$ cat src/rtl/sdn_switch_pkg.sv
// Shared definitions for the SDN switch datapath: bus width defaults,
// input-arbiter FSM encoding, IOQ header ctrl value and the grant picker.
package sdn_switch_pkg;

  localparam int DEF_DATA_WIDTH = 64;
  localparam int DEF_CTRL_WIDTH = DEF_DATA_WIDTH / 8;
  localparam logic [7:0] IOQ_HDR_CTRL = 8'hFF;

  typedef enum logic [1:0] {
    ST_IDLE = 2'd0,
    ST_HDR  = 2'd1,
    ST_PKT  = 2'd2
  } arb_state_e;

  // Returns {found, port}: strict scans from port 0, otherwise from last+1 wrapping at n.
  function automatic logic [3:0] arb_pick(input logic [7:0] nonempty,
                                          input logic [2:0] last,
                                          input int         n,
                                          input logic       strict);
    logic [3:0] res;
    int         cand;
    res  = 4'b0000;
    cand = 0;
    for (int k = 0; k < 8; k++) begin
      if (k < n) begin
        cand = strict ? k : ((int'(last) + k + 1) % n);
        if (!res[3] && nonempty[cand[2:0]]) begin
          res = {1'b1, cand[2:0]};
        end else begin
          res = res;
        end
      end else begin
        res = res;
      end
    end
    return res;
  endfunction

endpackage

$ cat src/rtl/sdn_fallthrough_fifo.sv
// First-word-fall-through FIFO: the head entry is visible on dout_o whenever
// the FIFO is non-empty; nearly_full_o means at most one free slot remains.
module sdn_fallthrough_fifo #(
  parameter int WIDTH      = 72,
  parameter int DEPTH_BITS = 3
) (
  input  logic             clk,
  input  logic             reset,
  input  logic             wr_en_i,
  input  logic [WIDTH-1:0] din_i,
  input  logic             rd_en_i,
  output logic [WIDTH-1:0] dout_o,
  output logic             full_o,
  output logic             nearly_full_o,
  output logic             empty_o
);

  localparam int DEPTH = 1 << DEPTH_BITS;

  logic [WIDTH-1:0]      mem_q [DEPTH];
  logic [DEPTH_BITS-1:0] wr_ptr_q;
  logic [DEPTH_BITS-1:0] rd_ptr_q;
  logic [DEPTH_BITS:0]   count_q;
  logic                  wr_ok_s;
  logic                  rd_ok_s;

  assign full_o        = (count_q == (DEPTH_BITS + 1)'(DEPTH));
  assign nearly_full_o = (count_q >= (DEPTH_BITS + 1)'(DEPTH - 1));
  assign empty_o       = (count_q == '0);
  assign wr_ok_s       = wr_en_i && !full_o;
  assign rd_ok_s       = rd_en_i && !empty_o;
  assign dout_o        = mem_q[rd_ptr_q];

  // Storage array, written only on an accepted write.
  always_ff @(posedge clk) begin
    if (wr_ok_s) begin
      mem_q[wr_ptr_q] <= din_i;
    end
  end

  // Pointers and occupancy; a simultaneous write and read leaves occupancy unchanged.
  always_ff @(posedge clk) begin
    if (reset) begin
      wr_ptr_q <= '0;
      rd_ptr_q <= '0;
      count_q  <= '0;
    end else begin
      if (wr_ok_s) begin
        wr_ptr_q <= wr_ptr_q + DEPTH_BITS'(1);
      end
      if (rd_ok_s) begin
        rd_ptr_q <= rd_ptr_q + DEPTH_BITS'(1);
      end
      case ({wr_ok_s, rd_ok_s})
        2'b10:   count_q <= count_q + (DEPTH_BITS + 1)'(1);
        2'b01:   count_q <= count_q - (DEPTH_BITS + 1)'(1);
        default: count_q <= count_q;
      endcase
    end
  end

endmodule

$ cat src/rtl/sdn_rr_input_arbiter.sv
// Merges NUM_QUEUES input streams into one, granting whole packets either
// round-robin or by strict priority (port 0 highest).
module sdn_rr_input_arbiter
  import sdn_switch_pkg::*;
#(
  parameter int DATA_WIDTH      = DEF_DATA_WIDTH,
  parameter int CTRL_WIDTH      = DEF_CTRL_WIDTH,
  parameter int NUM_QUEUES      = 4,
  parameter int FIFO_DEPTH_BITS = 3,
  parameter int ARB_MODE        = 0
) (
  input  logic                             clk,
  input  logic                             reset,
  input  logic [NUM_QUEUES*DATA_WIDTH-1:0] in_data,
  input  logic [NUM_QUEUES*CTRL_WIDTH-1:0] in_ctrl,
  input  logic [NUM_QUEUES-1:0]            in_wr,
  output logic [NUM_QUEUES-1:0]            in_rdy,
  output logic [DATA_WIDTH-1:0]            out_data,
  output logic [CTRL_WIDTH-1:0]            out_ctrl,
  output logic                             out_wr,
  input  logic                             out_rdy,
  output logic [2:0]                       cur_port,
  output logic [NUM_QUEUES-1:0]            ovf_err
);

  localparam int FW = DATA_WIDTH + CTRL_WIDTH;

  logic [NUM_QUEUES-1:0] full_s, nearly_full_s, empty_s, pop_s;
  logic [FW-1:0]         head_s [NUM_QUEUES];
  logic [FW-1:0]         sel_head_s;
  logic                  sel_empty_s;
  logic [DATA_WIDTH-1:0] sel_data_s;
  logic [CTRL_WIDTH-1:0] sel_ctrl_s;
  logic [7:0]            nonempty_s;
  logic [3:0]            pick_s;
  logic                  pop_go_s;

  arb_state_e            state_q, state_d;
  logic [2:0]            grant_q, grant_d;
  logic [2:0]            last_q, last_d;
  logic                  out_wr_q, out_wr_d;
  logic [DATA_WIDTH-1:0] out_data_q, out_data_d;
  logic [CTRL_WIDTH-1:0] out_ctrl_q, out_ctrl_d;
  logic [NUM_QUEUES-1:0] ovf_q, ovf_d;

  for (genvar i = 0; i < NUM_QUEUES; i++) begin : g_fifo
    sdn_fallthrough_fifo #(
      .WIDTH      (FW),
      .DEPTH_BITS (FIFO_DEPTH_BITS)
    ) u_fifo (
      .clk           (clk),
      .reset         (reset),
      .wr_en_i       (in_wr[i]),
      .din_i         ({in_ctrl[i*CTRL_WIDTH +: CTRL_WIDTH], in_data[i*DATA_WIDTH +: DATA_WIDTH]}),
      .rd_en_i       (pop_s[i]),
      .dout_o        (head_s[i]),
      .full_o        (full_s[i]),
      .nearly_full_o (nearly_full_s[i]),
      .empty_o       (empty_s[i])
    );
  end

  assign in_rdy     = ~nearly_full_s;
  assign sel_data_s = sel_head_s[DATA_WIDTH-1:0];
  assign sel_ctrl_s = sel_head_s[FW-1 -: CTRL_WIDTH];
  assign pick_s     = arb_pick(nonempty_s, last_q, NUM_QUEUES, ARB_MODE == 1);
  assign ovf_d      = ovf_q | (in_wr & full_s);

  // Head word/empty flag of the granted port and the per-port pop strobes.
  always_comb begin
    sel_head_s  = '0;
    sel_empty_s = 1'b1;
    nonempty_s  = 8'h00;
    nonempty_s[NUM_QUEUES-1:0] = ~empty_s;
    for (int i = 0; i < NUM_QUEUES; i++) begin
      sel_head_s  = (grant_q == 3'(i)) ? head_s[i]  : sel_head_s;
      sel_empty_s = (grant_q == 3'(i)) ? empty_s[i] : sel_empty_s;
      pop_s[i]    = pop_go_s && (grant_q == 3'(i));
    end
  end

  // Packet FSM: grant in IDLE, stream the granted FIFO until the EOP word leaves.
  always_comb begin
    state_d    = state_q;
    grant_d    = grant_q;
    last_d     = last_q;
    pop_go_s   = 1'b0;
    out_wr_d   = 1'b0;
    out_data_d = out_data_q;
    out_ctrl_d = out_ctrl_q;
    case (state_q)
      ST_IDLE: begin
        if (pick_s[3]) begin
          state_d = ST_HDR;
          grant_d = pick_s[2:0];
          last_d  = pick_s[2:0];
        end else begin
          state_d = ST_IDLE;
        end
      end
      ST_HDR, ST_PKT: begin
        if (out_rdy && !sel_empty_s) begin
          pop_go_s   = 1'b1;
          out_wr_d   = 1'b1;
          out_data_d = sel_data_s;
          out_ctrl_d = sel_ctrl_s;
          if (state_q == ST_HDR && sel_ctrl_s == '0) begin
            state_d = ST_PKT;
          end else if (state_q == ST_PKT && sel_ctrl_s != '0) begin
            state_d = ST_IDLE;
          end else begin
            state_d = state_q;
          end
        end else begin
          state_d = state_q;
        end
      end
      default: state_d = ST_IDLE;
    endcase
  end

  // State, grant and registered output stage.
  always_ff @(posedge clk) begin
    if (reset) begin
      state_q    <= ST_IDLE;
      grant_q    <= 3'd0;
      last_q     <= 3'(NUM_QUEUES - 1);
      out_wr_q   <= 1'b0;
      out_data_q <= '0;
      out_ctrl_q <= '0;
      ovf_q      <= '0;
    end else begin
      state_q    <= state_d;
      grant_q    <= grant_d;
      last_q     <= last_d;
      out_wr_q   <= out_wr_d;
      out_data_q <= out_data_d;
      out_ctrl_q <= out_ctrl_d;
      ovf_q      <= ovf_d;
    end
  end

  assign out_wr   = out_wr_q;
  assign out_data = out_data_q;
  assign out_ctrl = out_ctrl_q;
  assign cur_port = grant_q;
  assign ovf_err  = ovf_q;

endmodule

$ cat config.mk
export PLATFORM = sky130hd
export DESIGN_NAME = sdn_rr_input_arbiter
export DESIGN_NICKNAME = d
export VERILOG_FILES = /design/src/rtl/sdn_switch_pkg.sv /design/src/rtl/sdn_fallthrough_fifo.sv /design/src/rtl/sdn_rr_input_arbiter.sv
export SDC_FILE = /design/constraint.sdc
export NUM_CORES = 2
export LEC_CHECK = 0
export ABC_CLOCK_PERIOD_IN_PS = 12820
export CORE_MARGIN = 5
export CORE_UTILIZATION = 45
export CTS_BUF_LIST = sky130_fd_sc_hd__clkbuf_4
export CTS_CLUSTER_DIAMETER = 200
export CTS_CLUSTER_SIZE = 14
export DETAILED_ROUTE_END_ITERATION = 10
export GPL_TIMING_DRIVEN = 0
export SYNTH_ARGS = -nofsm -noshare
export SYNTH_HDL_FRONTEND = slang
export SYNTH_SLANG_ARGS = --single-unit
$ cat constraint.sdc
create_clock -name clk -period 12.82 [get_ports clk]
set_input_delay 2.564 -clock clk [delete_from_list [all_inputs] [get_ports clk]]
set_output_delay 2.564 -clock clk [all_outputs]
set_load 0.01 [all_outputs]
# Word level (Yosys, flattened, before mapping)
# Memories as Yosys holds them, arrays and structs flattened. A register that Yosys moved wholly into a read port is not among the register bits.
# Cells that the tools add are included.
[word_totals]
input_bits = 295
ff_bits = 124
elab_cells = 177
mem_bits_ro = 0
mem_count = 4
ramBits = 2304
latchBits = 0
output_inout_bits = 84
[mem_list]
columns = ["name", "words", "width", "read_ports", "rd_clocked_by_memory_dff", "write_ports", "line_no", "text"]
rows = [
  ["g_fifo[0].u_fifo.mem_q", 8, 72, 1, 1, 1, "sdn_fallthrough_fifo.sv:20", "logic [WIDTH-1:0] mem_q [DEPTH];"],
  ["g_fifo[1].u_fifo.mem_q", 8, 72, 1, 1, 1, "sdn_fallthrough_fifo.sv:20", ""],
  ["g_fifo[2].u_fifo.mem_q", 8, 72, 1, 1, 1, "sdn_fallthrough_fifo.sv:20", ""],
  ["g_fifo[3].u_fifo.mem_q", 8, 72, 1, 1, 1, "sdn_fallthrough_fifo.sv:20", ""],
]
[op_classes]
n_eq_ne = 19
n_mux = 47
bitwise = 8
add_sub_neg = 22
order_cmp = 8
mul = 0
n_reduce_logical = 50
n_div = 0
shift = 0
[ops]
columns = ["op", "count"]
rows = [
  ["72-bit two-way mux", 4],
  ["4-bit one-hot mux with 2 select lines", 4],
  ["3-bit by 1-bit adder with 3-bit output (second input constant)", 8],
  ["3-bit two-way mux", 8],
  ["1-bit two-way mux", 19],
  ["1-bit logical AND", 18],
  ["4-bit by 1-bit adder with 4-bit output (second input constant)", 4],
  ["4-bit == test (second input constant)", 4],
  ["4-bit by 3-bit greater-or-equal comparator with 1-bit output (second input constant)", 4],
  ["4-bit zero test", 4],
  ["3-bit by 4-bit < comparator with 1-bit output (second input constant)", 4],
  ["4-bit two-way mux", 4],
  ["4-bit by 1-bit subtractor with 4-bit output (second input constant)", 4],
  ["1-bit binary-select mux with 3-bit select", 4],
  ["1-bit zero test", 12],
  ["2-bit by 1-bit == test with 1-bit output (second input constant)", 5],
  ["2-bit == test (second input constant)", 5],
  ["2-bit OR reduction", 5],
  ["2-bit by 1-bit adder with 2-bit output (second input constant)", 4],
  ["8-bit zero test", 1],
  ["4-bit inverter", 2],
  ["2-bit nonzero test", 4],
  ["8-bit nonzero test", 1],
  ["3-bit by 2-bit == test with 1-bit output (second input constant)", 2],
  ["12 further kinds", 20],
]

# Longest topological paths before layout
[depth]
depth_word = 17
depth_mapped = 13
depth_no_buf = 12

# Hierarchy
# A second synthesis with hierarchy kept.
[hier_totals]
cells_unflattened = 4114
area_unflattened_um2 = 94953.6
[by_module_without_submodules]
columns = ["mod", "cells_each", "area_per_inst_um2", "n_inst", "seq_area_each_um2"]
rows = [
  ["sdn_fallthrough_fifo", 908, 22536.6, 4, 17556.8],
  ["sdn_rr_input_arbiter", 482, 4807.1, 1, 1661.6],
]

# Worst setup path after synthesis
# No wires, ideal clock.
[synth_timing]
kind = "input to register"
from = "input in_wr[3]"
to = "memory g_fifo[3].u_fifo.mem_q[1][0], enable pin"
arrival_ns = 10.416
setup_ns = 0.705
path_buffers = 1
t_required_ns = 12.115
path_slack_ns = 1.699
path_stages = 4
path_cell_list = "and2_1 > clkbuf_1 > inv_1 > nor4b_1"
[synth_between]
elab_chain_len = 3
[synth_lines]
columns = ["item", "line_no", "text"]
rows = [
  ["from (decl)", "sdn_rr_input_arbiter.sv:16", "input logic [NUM_QUEUES-1:0] in_wr,"],
  ["1-bit logical AND", "sdn_fallthrough_fifo.sv:30", "assign wr_ok_s = wr_en_i && !full_o;"],
  ["1-bit two-way mux", "sdn_fallthrough_fifo.sv:36", "if (wr_ok_s) begin"],
  ["1-bit two-way mux (implied by the code)", "sdn_fallthrough_fifo.sv:37", "mem_q[wr_ptr_q] <= din_i;"],
  ["to (decl)", "sdn_fallthrough_fifo.sv:20", ""],
]
# Every way passes these cells.

# Worst setup path in the final report
[layout_timing]
from = "register g_fifo[0].u_fifo.count_q[1]"
to = "output in_rdy[0]"
[layout_between]
elab_chain_len = 2
[layout_lines]
columns = ["item", "line_no", "text"]
rows = [
  ["from (decl)", "sdn_fallthrough_fifo.sv:23", "logic [DEPTH_BITS:0] count_q;"],
  ["from (signal assigned)", "sdn_fallthrough_fifo.sv:55", "2'b10: count_q <= count_q + (DEPTH_BITS + 1)'(1);"],
  ["from (signal assigned)", "sdn_fallthrough_fifo.sv:56", "2'b01: count_q <= count_q - (DEPTH_BITS + 1)'(1);"],
  ["from (signal assigned)", "sdn_fallthrough_fifo.sv:57", "default: count_q <= count_q;"],
  ["4-bit by 3-bit greater-or-equal comparator with 1-bit output", "sdn_fallthrough_fifo.sv:28", "assign nearly_full_o = (count_q >= (DEPTH_BITS + 1)'(DEPTH - 1));"],
  ["4-bit inverter", "sdn_rr_input_arbiter.sv:63", "assign in_rdy = ~nearly_full_s;"],
  ["to (decl)", "sdn_rr_input_arbiter.sv:17", "output logic [NUM_QUEUES-1:0] in_rdy,"],
]
# Every way passes these cells.

==> flow_metrics.py <==
metrics = {
    "yosys": {
        "synthTopCellsByArea": "edfxtp_1 (75%), mux4_2 (14%), mux2i_1 (3.3%)",
        "yosysSeqAreaShare": 0.775,
        "synth_cells": 4207,
        "synth_edf_count": 2304,
        "synth_seq_cells": 2439,
        "netlist.area_leader.share": 0.746,
        "syn-cell-area_sq_um": 92800,
        "async_flop_share": 0,
        "synth_flop_cell": "edfxtp_1",
        "syn_avg_cell_area_sq_um": 22.1,
        "yosysTopAreaCell": "edfxtp_1",
        "yosys_warnings": 0,
        "netlist-cell-type-count": 52,
        "synth_nets": 4526,
    },
    "setup_path": {
        "critPathTopFamily": "buffers and inverters",
        "crit_path_max_fanout": 8,
        "crit_arrival_ns": 2.76,
        "end_kind": "output port",
        "crit_type": "reg2out",
        "cp_cell_sequence": "clkbuf_1, a31oi_1, clkdlybuf4s50_1",
        "slowest_delay_ns": 0.60,
        "path_buf_inv": 2,
        "critPathRequiredTime_ns": 10.26,
        "critPathSlowestCell": "clkdlybuf4s50_1",
        "cp-start-kind": "register",
    },
    "sta": {
        "setup_ws_ns": 7.50,
        "fin_skew_ns": 0.115,
        "setup_tns_ns": 0,
        "fin_hold_ws_ns": 0.466,
        "finalSetupViolCount": 0,
        "rsz0062_at_grt": "no",
        "final-max-slew-violation-count": 0,
        "slew_headroom": 0.0813,
        "fin_crit_sh": 0.415,
        "finalHoldViolCount": 0,
        "tightest_slew_ns": 1.38,
        "timing.fmax_mhz": 188,
        "fin_crit_ns": 5.32,
    },
    "global_route": {
        "grt.total_usage": 0.228,
        "overflow": 0,
        "grt_pass1_vias": 45600,
        "grt_max_degree": 25,
        "antenna_found_initial": 118,
        "grt_pass1_wl_um": 347000,
    },
    "clock_network": {
        "cts.sinks": 2439,
        "cts.reportedPaths.clkPinSlew_ns": 0.16,
        "cts_made_buffers": 192,
        "cts_setup_buffers": 0,
        "ctsHtreeMaxLevel": 4,
        "clock_latency_ns": 1.35,
        "cts_hold_buf": 0,
        "cts_tree": "done",
        "cts-resized-gates": 0,
        "max-clock-path-buffers": 3,
        "root_buffer": "clkbuf_4",
    },
    "pwr": {
        "p_leak_nw": 31.7,
        "ir_worst_vdd_uv": 98.9,
        "power_density_nw_per_um2": 131,
    },
    "placed_design": {
        "dpl.hpwl_um": 179000,
        "port-buffer-count": 376,
        "gp_congestion": 0.826,
        "dp_slack_ns": 6.78,
    },
    "detailed_routing": {
        "drc": 0,
        "wl_per_cell_um": 31.5,
        "first_pass_iters": 5,
        "postRouteAntennaNets": 0,
        "wirelength_um": 247000,
        "via_per_inst": 5.82,
        "vias": 45600,
        "drt_iter0_drc": 4740,
    },
    "final_layout": {
        "mostFrequentLayoutCells": "edfxtp_1 (2304), mux4_2 (571), clkdlybuf4s50_1 (376), mux2i_1 (308), clkbuf_4 (284)",
        "layout.nets": 5309,
        "utilization": 0.514,
        "area_growth_pct": 13.5,
        "final_common_cell": "edfxtp_1",
        "fill_cells": 16300,
        "drive_above_1_share": 0.245,
    },
    "floorplanning": {
        "start_util": 0.453,
        "rows": 166,
        "core_area_sq_um": 205000,
        "dieArea_sq_um": 215000,
        "chipWidth_um": 464,
        "die_h_um": 464,
        "io_pins": 379,
    },
    "worst_hold_path": {
        "hold_class": "reg2reg",
    },
    "outcome": {
        "status": "completed",
    },
    "run": {
        "drv_cap": 0,
    },
}
-- final cells by class --
class | count | area [sq um] | share of cell area
diodes | 59 | 148 | 0.00140
plain buffers | 227 | 1040 | 0.00985
clock buffers | 284 | 2130 | 0.0202
clock inverters | 13 | 171 | 0.00163
inverters | 9 | 33.8 | 0.000321
multi-input cells | 1532 | 20000 | 0.190
flip-flops and latches | 2439 | 71900 | 0.683
well taps | 2688 | 3360 | 0.0319
repair buffers | 589 | 6540 | 0.0621
-- registers in the layout, indices dropped and copies added (netlist names), named ones only --
signal and cells:
state_q 2, ovf_err 4, cur_port 2, out_data 64, g_fifo.u_fifo.count_q 16, g_fifo.u_fifo.mem_q 2304
g_fifo.u_fifo.rd_ptr_q 12, g_fifo.u_fifo.wr_ptr_q 12, out_wr 1, last_q 2, out_ctrl 8
-- through the flow --
step | power [mW] | instance area (sq um) | cells
finish | 13.8 | 105000 | 7840
global placement | 10.5 | 99900 | 7271
CTS | 13.9 | 105000 | 7780
detailed placement | 10.5 | 103000 | 7483
global route | 14.3 | 105000 | 7799
floorplan | 9.75 | 92800 | 4207
-- worst paths after layout --
check                         startpoint           to  slack [ns]  cells after the start
min                          out_ctrl[4]  out_ctrl[4]        0.47                      2
min reg2reg                  out_ctrl[4]  out_ctrl[4]        0.47                      2
max          g_fifo[0].u_fifo.count_q[1]    in_rdy[0]        7.50                      3
max reg2reg                     register  out_data[4]        8.24                      8
-- cell families after synthesis --
group	Yosys count	synth area share
DFF	2439	0.775
muxes	889	0.174
and+or+nand+nor	374	0.0188
buffers and inverters	236	0.0115
AOI/OAI and AO/OA	217	0.0148
xor gates and xnor gates	27	0.00255
adders and majority gates	24	0.00324
other	1	0.0000404
-- synthesized netlist by cell type (15+ instances only) --
master,count
clkbuf_1,78
nor3_1,116
nand2b_1,15
o22ai_1,104
buf_2,115
mux2i_1,308
dfxtp_1,135
nand2_1,54
xor2_1,20
buf_1,24
a21oi_1,37
mux4_2,571
a211oi_1,20
nor2_1,134
edfxtp_1,2304
ha_1,24
-- worst register-to-register path: stages (launching register included) --
cell	delay [ns]
dfxtp_1	0.49
buf_2	0.32
clkbuf_1	0.92
buf_2	0.53
mux4_2	0.56
mux2i_1	0.63
o22ai_1	0.41
nor3_1	0.51
nor3_1	0.08
-- layer usage --
layer | wire length [um] | vias to the layer above | track usage | share of wire
met5 | 339 | - | 0 | 0.0014
met4 | 8220 | 56 | 0.0716 | 0.033
met3 | 21100 | 421 | 0.0577 | 0.085
met2 | 120000 | 1761 | 0.367 | 0.48
met1 | 97800 | 24200 | 0.307 | 0.40
li1 | - | 19200 | - | -
-- power breakdown --
group          switching, mW  total (mW)  internal (mW)  leakage (nW)
registers             0.0864        9.00           8.91          22.0
clock network           2.37        3.44           1.06          1.38
logic                  0.855        1.34          0.486          8.26
No activity file was read; power rests on OpenSTA's default activity.
